File: src/rtl/syn_mulberry_bus_arbiter.sv
// Round-robin arbiter sharing the mulberry MUL/DIV bus among P_NUM_REQ requesters, one transaction in flight.
// Latency: request seen in cycle N drives per_sid_o in N+1; result/abort pulses one cycle after the peripheral event.
// Backpressure: issue holds until per_req_rdy_i; a watchdog aborts a wait that exceeds P_TIMEOUT cycles.
module syn_mulberry_bus_arbiter #(
    parameter int P_NUM_REQ = 4,
    parameter int P_DATA_W  = 32,
    parameter int P_SID_W   = 2,
    parameter int P_TIMEOUT = 1023
) (
    input  logic                            clk_ir,
    input  logic                            rst_ir,
    input  logic [P_NUM_REQ*P_SID_W-1:0]    req_sid_i,
    input  logic [P_NUM_REQ*P_DATA_W-1:0]   req_data_i,
    output logic [P_NUM_REQ-1:0]            req_rdy_o,
    output logic [P_NUM_REQ-1:0]            res_valid_o,
    output logic [P_DATA_W-1:0]             res_o,
    output logic [P_SID_W-1:0]              per_sid_o,
    output logic [P_DATA_W-1:0]             per_data_o,
    input  logic                            per_req_rdy_i,
    input  logic                            per_res_valid_i,
    input  logic [P_DATA_W-1:0]             per_res_i,
    output logic                            timeout_err_o,
    output logic [$clog2(P_NUM_REQ)-1:0]    grant_id_o
);
    localparam int ID_W = $clog2(P_NUM_REQ);
    localparam int WD_W = $clog2(P_TIMEOUT + 1);
    localparam logic [P_SID_W-1:0] SID_IDLE = '0;

    typedef enum logic [1:0] {IDLE_S, ISSUE_S, WAIT_RES_S} state_t;

    state_t              state;
    logic [ID_W-1:0]     rr_ptr;
    logic [WD_W-1:0]     watchdog;

    logic [P_SID_W-1:0]  sid_arr  [P_NUM_REQ];
    logic [P_DATA_W-1:0] data_arr [P_NUM_REQ];
    logic [P_NUM_REQ-1:0] pending;
    logic [P_NUM_REQ-1:0] grant_mask;
    logic                pick_vld;
    logic [ID_W-1:0]     pick_id;
    logic [ID_W-1:0]     cand;
    logic [ID_W-1:0]     next_ptr;

    function automatic logic [ID_W-1:0] wrap_add(input logic [ID_W-1:0] base, input int unsigned off);
        int unsigned s;
        s = 32'(base) + off;
        if (s >= 32'(P_NUM_REQ)) s = s - 32'(P_NUM_REQ);
        return s[ID_W-1:0];
    endfunction

    for (genvar g = 0; g < P_NUM_REQ; g++) begin : g_unpack
        assign sid_arr[g]  = req_sid_i[g*P_SID_W +: P_SID_W];
        assign data_arr[g] = req_data_i[g*P_DATA_W +: P_DATA_W];
        assign pending[g]  = (sid_arr[g] != SID_IDLE);
    end

    // Scan from the farthest offset down so the nearest pending requester at/after rr_ptr wins.
    always_comb begin
        pick_vld = 1'b0;
        pick_id  = '0;
        cand     = '0;
        for (int i = P_NUM_REQ - 1; i >= 0; i--) begin
            cand = wrap_add(rr_ptr, 32'(i));
            if (pending[cand]) begin
                pick_vld = 1'b1;
                pick_id  = cand;
            end
        end
    end

    always_comb begin
        grant_mask             = '0;
        grant_mask[grant_id_o] = 1'b1;
    end

    assign next_ptr = wrap_add(grant_id_o, 32'd1);

    always_ff @(posedge clk_ir or posedge rst_ir) begin
        if (rst_ir) begin
            state         <= IDLE_S;
            rr_ptr        <= '0;
            watchdog      <= '0;
            grant_id_o    <= '0;
            per_sid_o     <= SID_IDLE;
            per_data_o    <= '0;
            req_rdy_o     <= '0;
            res_valid_o   <= '0;
            res_o         <= '0;
            timeout_err_o <= 1'b0;
        end else begin
            req_rdy_o   <= '0;
            res_valid_o <= '0;
            case (state)
                IDLE_S: begin
                    if (pick_vld) begin
                        grant_id_o <= pick_id;
                        per_sid_o  <= sid_arr[pick_id];
                        per_data_o <= data_arr[pick_id];
                        state      <= ISSUE_S;
                    end
                end
                ISSUE_S: begin
                    if (per_req_rdy_i) begin
                        per_sid_o <= SID_IDLE;
                        req_rdy_o <= grant_mask;
                        watchdog  <= '0;
                        // A peripheral that answers in the accept cycle completes the transaction here.
                        if (per_res_valid_i) begin
                            res_o       <= per_res_i;
                            res_valid_o <= grant_mask;
                            rr_ptr      <= next_ptr;
                            state       <= IDLE_S;
                        end else begin
                            state <= WAIT_RES_S;
                        end
                    end
                end
                WAIT_RES_S: begin
                    if (per_res_valid_i) begin
                        res_o       <= per_res_i;
                        res_valid_o <= grant_mask;
                        rr_ptr      <= next_ptr;
                        state       <= IDLE_S;
                    end else if (watchdog == WD_W'(P_TIMEOUT - 1)) begin
                        // Abort still pulses res_valid so the requester is released.
                        timeout_err_o <= 1'b1;
                        res_o         <= '0;
                        res_valid_o   <= grant_mask;
                        rr_ptr        <= next_ptr;
                        state         <= IDLE_S;
                    end else begin
                        watchdog <= watchdog + 1'b1;
                    end
                end
                default: state <= IDLE_S;
            endcase
        end
    end
endmodule

File: config.mk
export PLATFORM = sky130hd
export DESIGN_NAME = syn_mulberry_bus_arbiter
export DESIGN_NICKNAME = d
export VERILOG_FILES = /design/src/rtl/syn_mulberry_bus_arbiter.sv
export SDC_FILE = /design/constraint.sdc
export NUM_CORES = 1
export LEC_CHECK = 0
export BUFFER_PORTS_ARGS = -buffer_cell sky130_fd_sc_hd__buf_2
export CORE_MARGIN = 1.5
export CORE_UTILIZATION = 42
export CTS_CLUSTER_DIAMETER = 30
export DETAILED_ROUTE_END_ITERATION = 10
export GPL_ROUTABILITY_DRIVEN = 1
export PLACE_DENSITY = 0.77
export SYNTH_ARGS = -nofsm -noshare
export SYNTH_HDL_FRONTEND = slang
export SYNTH_SLANG_ARGS = --single-unit
File: constraint.sdc
create_clock -name clk_ir -period 5.6 [get_ports clk_ir]
set_input_delay 0.56 -clock clk_ir [delete_from_list [all_inputs] [get_ports clk_ir]]
set_output_delay 0.56 -clock clk_ir [all_outputs]
set_load 0.01 [all_outputs]
# After elaboration in Yosys (flattened, before gate mapping)
# Cells that the tools add are included.
[word_totals]
wordCells = 116
ff_bits = 91
[classes]
n_addsub = 10
bitwise_logic = 2
n_mux = 59
n_eq_ne = 9
reduce_logical = 14
n_lt_le_gt_ge = 12
[ops]
columns = ["operator", "count"]
rows = [
  ["$mux 32", 6],
  ["$bmux 32 s2", 1],
  ["$pmux 32 s2", 1],
  ["$mux 2", 22],
  ["$mux 10", 3],
  ["$mux 4", 6],
  ["$pmux 10 s2", 1],
  ["$ge 3x3->1 const B", 5],
  ["$lt 2x3->1 const B", 5],
  ["$reduce_bool 2->1", 6],
  ["$add 10x1->10 const B", 1],
  ["$eq 10x10->1 const B", 1],
  ["$ne 2x2->1 const B", 5],
  ["$sub 2x1->2 const B", 5],
  ["$mux 1", 9],
  ["$reduce_and 3->1", 3],
  ["$bmux 1 s2", 4],
  ["$pmux 2 s2", 2],
  ["$pmux 4 s2", 1],
  ["$reduce_and 4->1", 2],
  ["$add 2x1->3 const B", 2],
  ["$add 2x2->3 const B", 2],
  ["$pmux 2 s3", 1],
  ["$bmux 2 s2", 1],
  ["11 further kinds", 11],
]

# Longest topological paths before layout
# Gate-level depths: netlist of the first run.
[logic_depth]
word_depth = 15
ltp_mapped = 10
ltp_nobuf = 7

# Worst setup path before layout of the first run
# OpenSTA, ideal clock, no wires.
[synth_timing]
path_type = "in2reg"
start = "input port req_sid_i[2]"
end = "register per_data_o[10]"
path_stages = 7
slack_ns = 2.977
path_buffers = 2
required_ns = 5.475
arrival_time_ns = 2.499
path_cell_list = "or4_4 buf_6 o2111a_2 nor2_8 buf_12 mux4_2 mux2_2"
[synth_via]
elab_chain_cells = 11
word_cells_on_any_way = 22
cone_classes = "mux: 19; bitwise: 1; reduce/logical: 2"
[synth_rtl]
columns = ["item", "line", "source"]
rows = [
  ["start, declared", "12", "input logic [P_NUM_REQ*P_SID_W-1:0] req_sid_i,"],
  ["$reduce_bool 2->1 (*)", "54", "assign pending[g] = (sid_arr[g] != SID_IDLE);"],
  ["$bmux 1 s2", "64", "if (pending[cand]) begin"],
  ["$mux 1 (implied by the code)", "64", ""],
  ["$mux 2 (4 in series)", "64", ""],
  ["$not 2->3 (implied by the code)", "98", "per_data_o <= data_arr[pick_id];"],
  ["$bmux 32 s2", "98", ""],
  ["$mux 32 (implied by the code) (2 in series)", "98", ""],
  ["end signal, assigned", "98", ""],
  ["end, declared", "18", "output logic [P_DATA_W-1:0] per_data_o,"],
]
# Every way passes the cells marked *; elsewhere a longest branch is shown, timed or not. The select of a mux whose other input is x is not followed.
# A chain may end at the register's enable or synchronous reset.

# Worst setup path after layout of the first run
[layout_timing]
start = "input port req_sid_i[2]"
end = "register per_data_o[0]"
# Same word-level chain as after synthesis.

==> results.sh, run 1 <==
export IMPL_nFillCells=953
export IMPL_yosys_warnings=0
export IMPL_synth_edff_count=0
export IMPL_irDropWorstVdd_mv=0.296
export IMPL_required_ns=5.81
export IMPL_firstDrtPassIters=5
export IMPL_cp_max_fo=35
export IMPL_arrival_ns=3.05
export IMPL_finalHoldViolCount=0
export IMPL_fin_cells=804
export IMPL_antenna_found_initial=4
export IMPL_setup_violations_final=0
export IMPL_hold_buffers=0
export IMPL_status="finished, final reports clean"
export IMPL_cts_buffers=9
export IMPL_ant_nets=0
export IMPL_async_flop_share_pct=100
export IMPL_crit_path_max_incr_delay_ns=0.64
export IMPL_drv_cap=0
export IMPL_clk_pin_slew_worst_paths_ns=0.06
export IMPL_power_density_nw_per_um2=510
export IMPL_startpoint_type="primary input"
export IMPL_synthDistinctLibCells=52
export IMPL_cts_sinks=91
export IMPL_clock_skew_ns=0.0131
export IMPL_synth_avg_cell_area_um2=11.7
export IMPL_p_total_w=0.00330
export IMPL_via_per_inst=5.38
export IMPL_ios=249
export IMPL_clockRootBuffer="clkbuf_16"
export IMPL_avgRoutedWirePerCell_um=16.7
export IMPL_setup_tns_ns=0
export IMPL_layout_drive_gt1_share_pct=52.2
export IMPL_htreeDepth=3
export IMPL_synthCells=414
export IMPL_num_vias=4322
export IMPL_hold_path_class="primary input to flip-flop"
export IMPL_wl_um=13400
export IMPL_cts_tree="done"
export IMPL_num_rows=39
export IMPL_start_util_pct=42.8
export IMPL_p_leak_nw=3.28
export IMPL_tightest_slew_ns=1.17
export IMPL_gp_congestion=0.896
export IMPL_syn2layout_area_growth_pct=33.5
export IMPL_finalCriticalPeriod_ns=2.83
export IMPL_synth_seq_area_share_pct=46.9
export IMPL_rsz0062_at_grt="no"
export IMPL_grt_overflow_total=0
export IMPL_dp_hpwl_um=10100
export IMPL_worst_setup_path_end_kind="flip-flop"
export IMPL_drt_iter0_drc=169
export IMPL_yosys_most_used_dff="dfrtp_1"
export IMPL_fin_area_um2=6480
export IMPL_path_class="primary input to flip-flop"
export IMPL_ctsLongestPathBuffers=2
export IMPL_fp_dieW_um=110
export IMPL_dieArea_um2=12200
export IMPL_core_um2=11300
export IMPL_crit_chain="buf_2, or4_4, o2111a_2, nor2_8, mux4_1, mux2_2"
export IMPL_grt_max_degree=92
export IMPL_crit_buf_inv=1
export IMPL_grt_first_pass_wirelength_um=21500
export IMPL_grt_pass1_vias=4363
export IMPL_maxSlewHeadroom_pct=22.1
export IMPL_finalCritPeriodShare_pct=50.6
export IMPL_globalRouteTotalUtil_pct=22.0
export IMPL_drc=0
export IMPL_layout_nets=833
export IMPL_timing_fmax_mhz=353
export IMPL_clk_latency_ns=0.34
export IMPL_syn_nets=595
export IMPL_port_buffer_count=248
export IMPL_maxSlewViolCount=0
export IMPL_dpl_cell_area_um2=6170
export IMPL_slowest_stage="mux4_1"
export IMPL_dp_cells=784
export IMPL_yosys_register_bits=91
export IMPL_post_cts_buffers=0
export IMPL_whs_ns=0.457
export IMPL_critPathTopFamily="simple AND/OR/NAND/NOR gates"
export IMPL_cts_resized=0
export IMPL_netlist_area_um2=4850
export IMPL_die_h_um=110
## state kept, by name (all words and copies together), names as in the netlist
| signal | flops |
|---|---|
| req_rdy_o | 4 |
| res_o | 32 |
| per_data_o | 32 |
| watchdog | 10 |
| grant_id_o | 2 |
| rr_ptr | 2 |
| timeout_err_o | 1 |
| res_valid_o | 4 |
| state | 2 |
| per_sid_o | 2 |
## cell usage in the layout, fill, tap and decap left out, types with 5 or more instances in the layout
cell       netlist  routed
a21oi_1          5       5
and3_1           6       6
buf_2            6     248
clkbuf_16        0       9
dfrtp_1         91      91
ha_1             9       9
inv_1           11      10
mux2_2          33      33
mux4_1           5       5
mux4_2          27      27
nand2_1         85      85
nand3_1          9       9
nor2_1           6       5
o21ai_0         40      40
or2_2            5       5
## synthesized netlist by cell type (3+ instances only)
library cell,instances,area share (%)
a21oi_1,5,0.52
and2_1,4,0.52
and3_1,6,0.77
buf_12,3,1.2
buf_2,6,0.62
clkbuf_1,14,1.1
dfrtp_1,91,47
ha_1,9,2.3
inv_1,11,0.85
mux2_2,33,7.7
mux4_1,5,2.7
mux4_2,27,13
nand2_1,85,6.6
nand2b_1,4,0.52
nand3_1,9,0.93
nand3b_1,3,0.46
nor2_1,6,0.46
nor3_1,3,0.31
o21a_1,3,0.46
o21ai_0,40,4.1
o221ai_1,3,0.54
or2_2,5,0.64
or4_1,4,0.62
## worst paths after layout
path | from | end | slack [ns] | cells after the start
min in group asynchronous | rst_ir | per_data_o[20] | 0.59 | 3
max in group asynchronous | rst_ir | per_data_o[28] | 4.26 | 3
setup / recovery | req_sid_i[2] | per_data_o[0] | 2.77 | 6
hold / removal | per_res_i[14] | res_o[14] | 0.46 | 3
hold reg to reg | res_o[1] | res_o[1] | 0.47 | 2
setup reg to reg | state[0] | state[1] | 2.86 | 5
## per-stage QoR
| stage | util (%) | setup WS [ns] |
|---|---|---|
| 6_report | 57.2 | 2.77 |
| 5_1_grt | 57.2 | 2.60 |
| 4_1_cts | 57.1 | 2.73 |
| 3_5_place_dp | 54.5 | 2.38 |
| 3_3_place_gp | 54.5 | 2.44 |
| 2_1_floorplan | - | 2.68 |
## worst register-to-register path, cell delays in order, from the launching register on
cell     delay, ns
dfrtp_1       0.40
inv_1         0.09
ha_1          0.59
nand2_1       0.84
o21a_1        0.48
a41o_1        0.23
## cell type report
type / instances / area, µm² / area share (%)
Antenna cell: 4 / 10.0 / 0.155
Clock buffer: 10 / 229 / 3.54
Clock inverter: 6 / 66.3 / 1.02
Inverter: 11 / 42.5 / 0.657
Multi-Input combinational cell: 288 / 2410 / 37.2
Sequential cell: 91 / 2280 / 35.2
Tap cell: 143 / 179 / 2.76
Timing Repair Buffer: 251 / 1260 / 19.5
## cell families after synthesis
family / synth area share [%]
buffers and inverters: 4.02
DFF: 46.9
and+or+nand+nor: 13.5
adders and majority gates: 2.32
AOI/OAI and AO/OA: 10.3
muxes: 22.9
## power by group
group | switching (W) | total, W | internal (W)
sequential | 0.000155 | 0.00108 | 0.000930
clock | 0.000256 | 0.000602 | 0.000346
combinational | 0.000817 | 0.00161 | 0.000798
## per-layer routing
| metal | track usage, % | wire [µm] | up-vias |
|---|---|---|---|
| met5 | 0 | 0 | - |
| met4 | 9.74 | 441 | 0 |
| met3 | 5.05 | 820 | 33 |
| met2 | 38.3 | 6950 | 175 |
| met1 | 25.8 | 5200 | 2115 |
| li1 | - | - | 1999 |
No activity file was read; power rests on OpenSTA's default activity.
==> inputs of run 2 (changes only) <==
- clock period: 5.6 -> 2.9 ns (I/O delays scaled with it)
==> results.sh, run 2 (synthesized netlist as in run 1, its figures left out) <==
export IMPL_dp_hpwl_um=10500
export IMPL_clock_skew_ns=0.0144
export IMPL_avgRoutedWirePerCell_um=16.7
export IMPL_hold_path_class="primary input to async pin"
export IMPL_ios=249
export IMPL_num_vias=4290
export IMPL_layout_drive_gt1_share_pct=52.7
export IMPL_cp_max_fo=28
export IMPL_wl_um=13600
export IMPL_clk_pin_slew_worst_paths_ns=0.08
export IMPL_r2r_slack_ns=0.69
export IMPL_r2r_end="per_data_o[18]"
export IMPL_setup_tns_ns=0
export IMPL_maxSlewViolCount=0
export IMPL_rsz0062_at_grt="no"
export IMPL_port_buffer_count=248
export IMPL_cts_sinks=91
export IMPL_final_cell_mix="buf_2 (248), dfrtp_1 (91), nand2_1 (85)"
export IMPL_timing_rr_start="rr_ptr[1]"
export IMPL_setup_violations_final=0
export IMPL_grt_overflow_total=0
export IMPL_fin_area_um2=6580
export IMPL_startpoint_type="primary input"
export IMPL_finalCriticalPeriod_ns=2.24
export IMPL_worst_setup_path_end_kind="flip-flop"
export IMPL_power_density_nw_per_um2=982
export IMPL_gp_congestion=0.941
export IMPL_cp_startpoint="req_sid_i[2]"
export IMPL_clockRootBuffer="clkbuf_16"
export IMPL_dpl_cell_area_um2=6270
export IMPL_dieArea_um2=12200
export IMPL_globalRouteTotalUtil_pct=22.3
export IMPL_finalHoldViolCount=10
export IMPL_syn2layout_area_growth_pct=35.5
export IMPL_violations="negative hold slack"
export IMPL_irDropWorstVdd_mv=0.575
export IMPL_reg2reg_depth=6
export IMPL_drc=0
export IMPL_grt_first_pass_wirelength_um=21700
export IMPL_tightest_slew_ns=0.663
export IMPL_core_um2=11300
export IMPL_start_util_pct=42.8
export IMPL_maxSlewHeadroom_pct=55.4
export IMPL_drv_cap=0
export IMPL_status="complete, but fails checks"
export IMPL_largestRegisters="per_data_o x32, res_o x32, watchdog x10"
export IMPL_antenna_found_initial=7
export IMPL_grt_max_degree=68
export IMPL_drt_iter0_drc=228
export IMPL_finalCritPeriodShare_pct=77.1
export IMPL_nFillCells=961
export IMPL_layout_nets=838
export IMPL_p_leak_nw=3.34
export IMPL_die_h_um=110
export IMPL_post_cts_buffers=0
export IMPL_cts_buffers=9
export IMPL_cts_tree="done"
export IMPL_arrival_ns=2.45
export IMPL_path_class="primary input to flip-flop"
export IMPL_timing_fmax_mhz=447
export IMPL_cp_endpoint="per_data_o[0]"
export IMPL_ctsLongestPathBuffers=2
export IMPL_final_common_cell="buf_2"
export IMPL_ant_nets=0
export IMPL_required_ns=3.12
export IMPL_htreeDepth=3
export IMPL_whs_ns=-0.0141
export IMPL_grt_pass1_vias=4476
export IMPL_place_ws_ns=0.313
export IMPL_setup_ws_ns=0.665
export IMPL_clk_latency_ns=0.34
export IMPL_fp_dieW_um=110
export IMPL_cts_resized=0
export IMPL_via_per_inst=5.28
export IMPL_p_total_w=0.00646
export IMPL_num_rows=39
export IMPL_hold_buffers=0
export IMPL_firstDrtPassIters=5
## run 2: worst min-delay path by stage
| stage | startpoint | to | cells after the start |
|---|---|---|---|
| 2_1_floorplan | per_res_i[0] | res_o[0] | 2 |
| 3_3_place_gp | rst_ir | per_data_o[13] | 2 |
| 3_5_place_dp | rst_ir | per_data_o[16] | 2 |
| 4_1_cts | rst_ir | per_data_o[13] | 2 |
| 5_1_grt | rst_ir | per_data_o[16] | 2 |
| 6_report | rst_ir | per_data_o[13] | 2 |
## run 2: through the flow
stage / cells / utilization, %
final: 812 / 58.1
after global routing: 812 / 58.1
after CTS: 805 / 57.9
after detailed placement: 789 / 55.4
after global placement: 789 / 55.4
after floorplan: 414 / -
## run 2: area by class of cell
type                       instances  area [µm²]  share of cell area [%]
clock inverter                     6        47.5                   0.723
timing repair buffer             256        1360                    20.7
clock buffer                      10         239                    3.63
multi-input combinational        288        2410                    36.6
inverter                          11        42.5                   0.647
tap                              143         179                    2.72
antenna                            7        17.5                   0.266
sequential                        91        2280                    34.6
## run 2: worst max-delay path, stage by stage
cell and delay, ns:
buf_2 0.12, or4_4 0.59, o2111a_2 0.23, nor2_8 0.11, buf_12 0.23, mux4_1 0.59
mux2_2 0.27
## run 2: power by group
| group | switching [W] | internal [W] | total [W] |
|---|---|---|---|
| combinational | 0.00159 | 0.00165 | 0.00323 |
| clock | 0.000519 | 0.000613 | 0.00113 |
| sequential | 0.000299 | 0.00179 | 0.00209 |
| total | 0.00241 | 0.00405 | 0.00646 |
## run 2: layer usage
layer / track usage, % / wire, µm
met1: 24.8 / 5150
met2: 39.8 / 7180
met3: 5.82 / 905
met4: 10.0 / 361
met5: 0 / 0
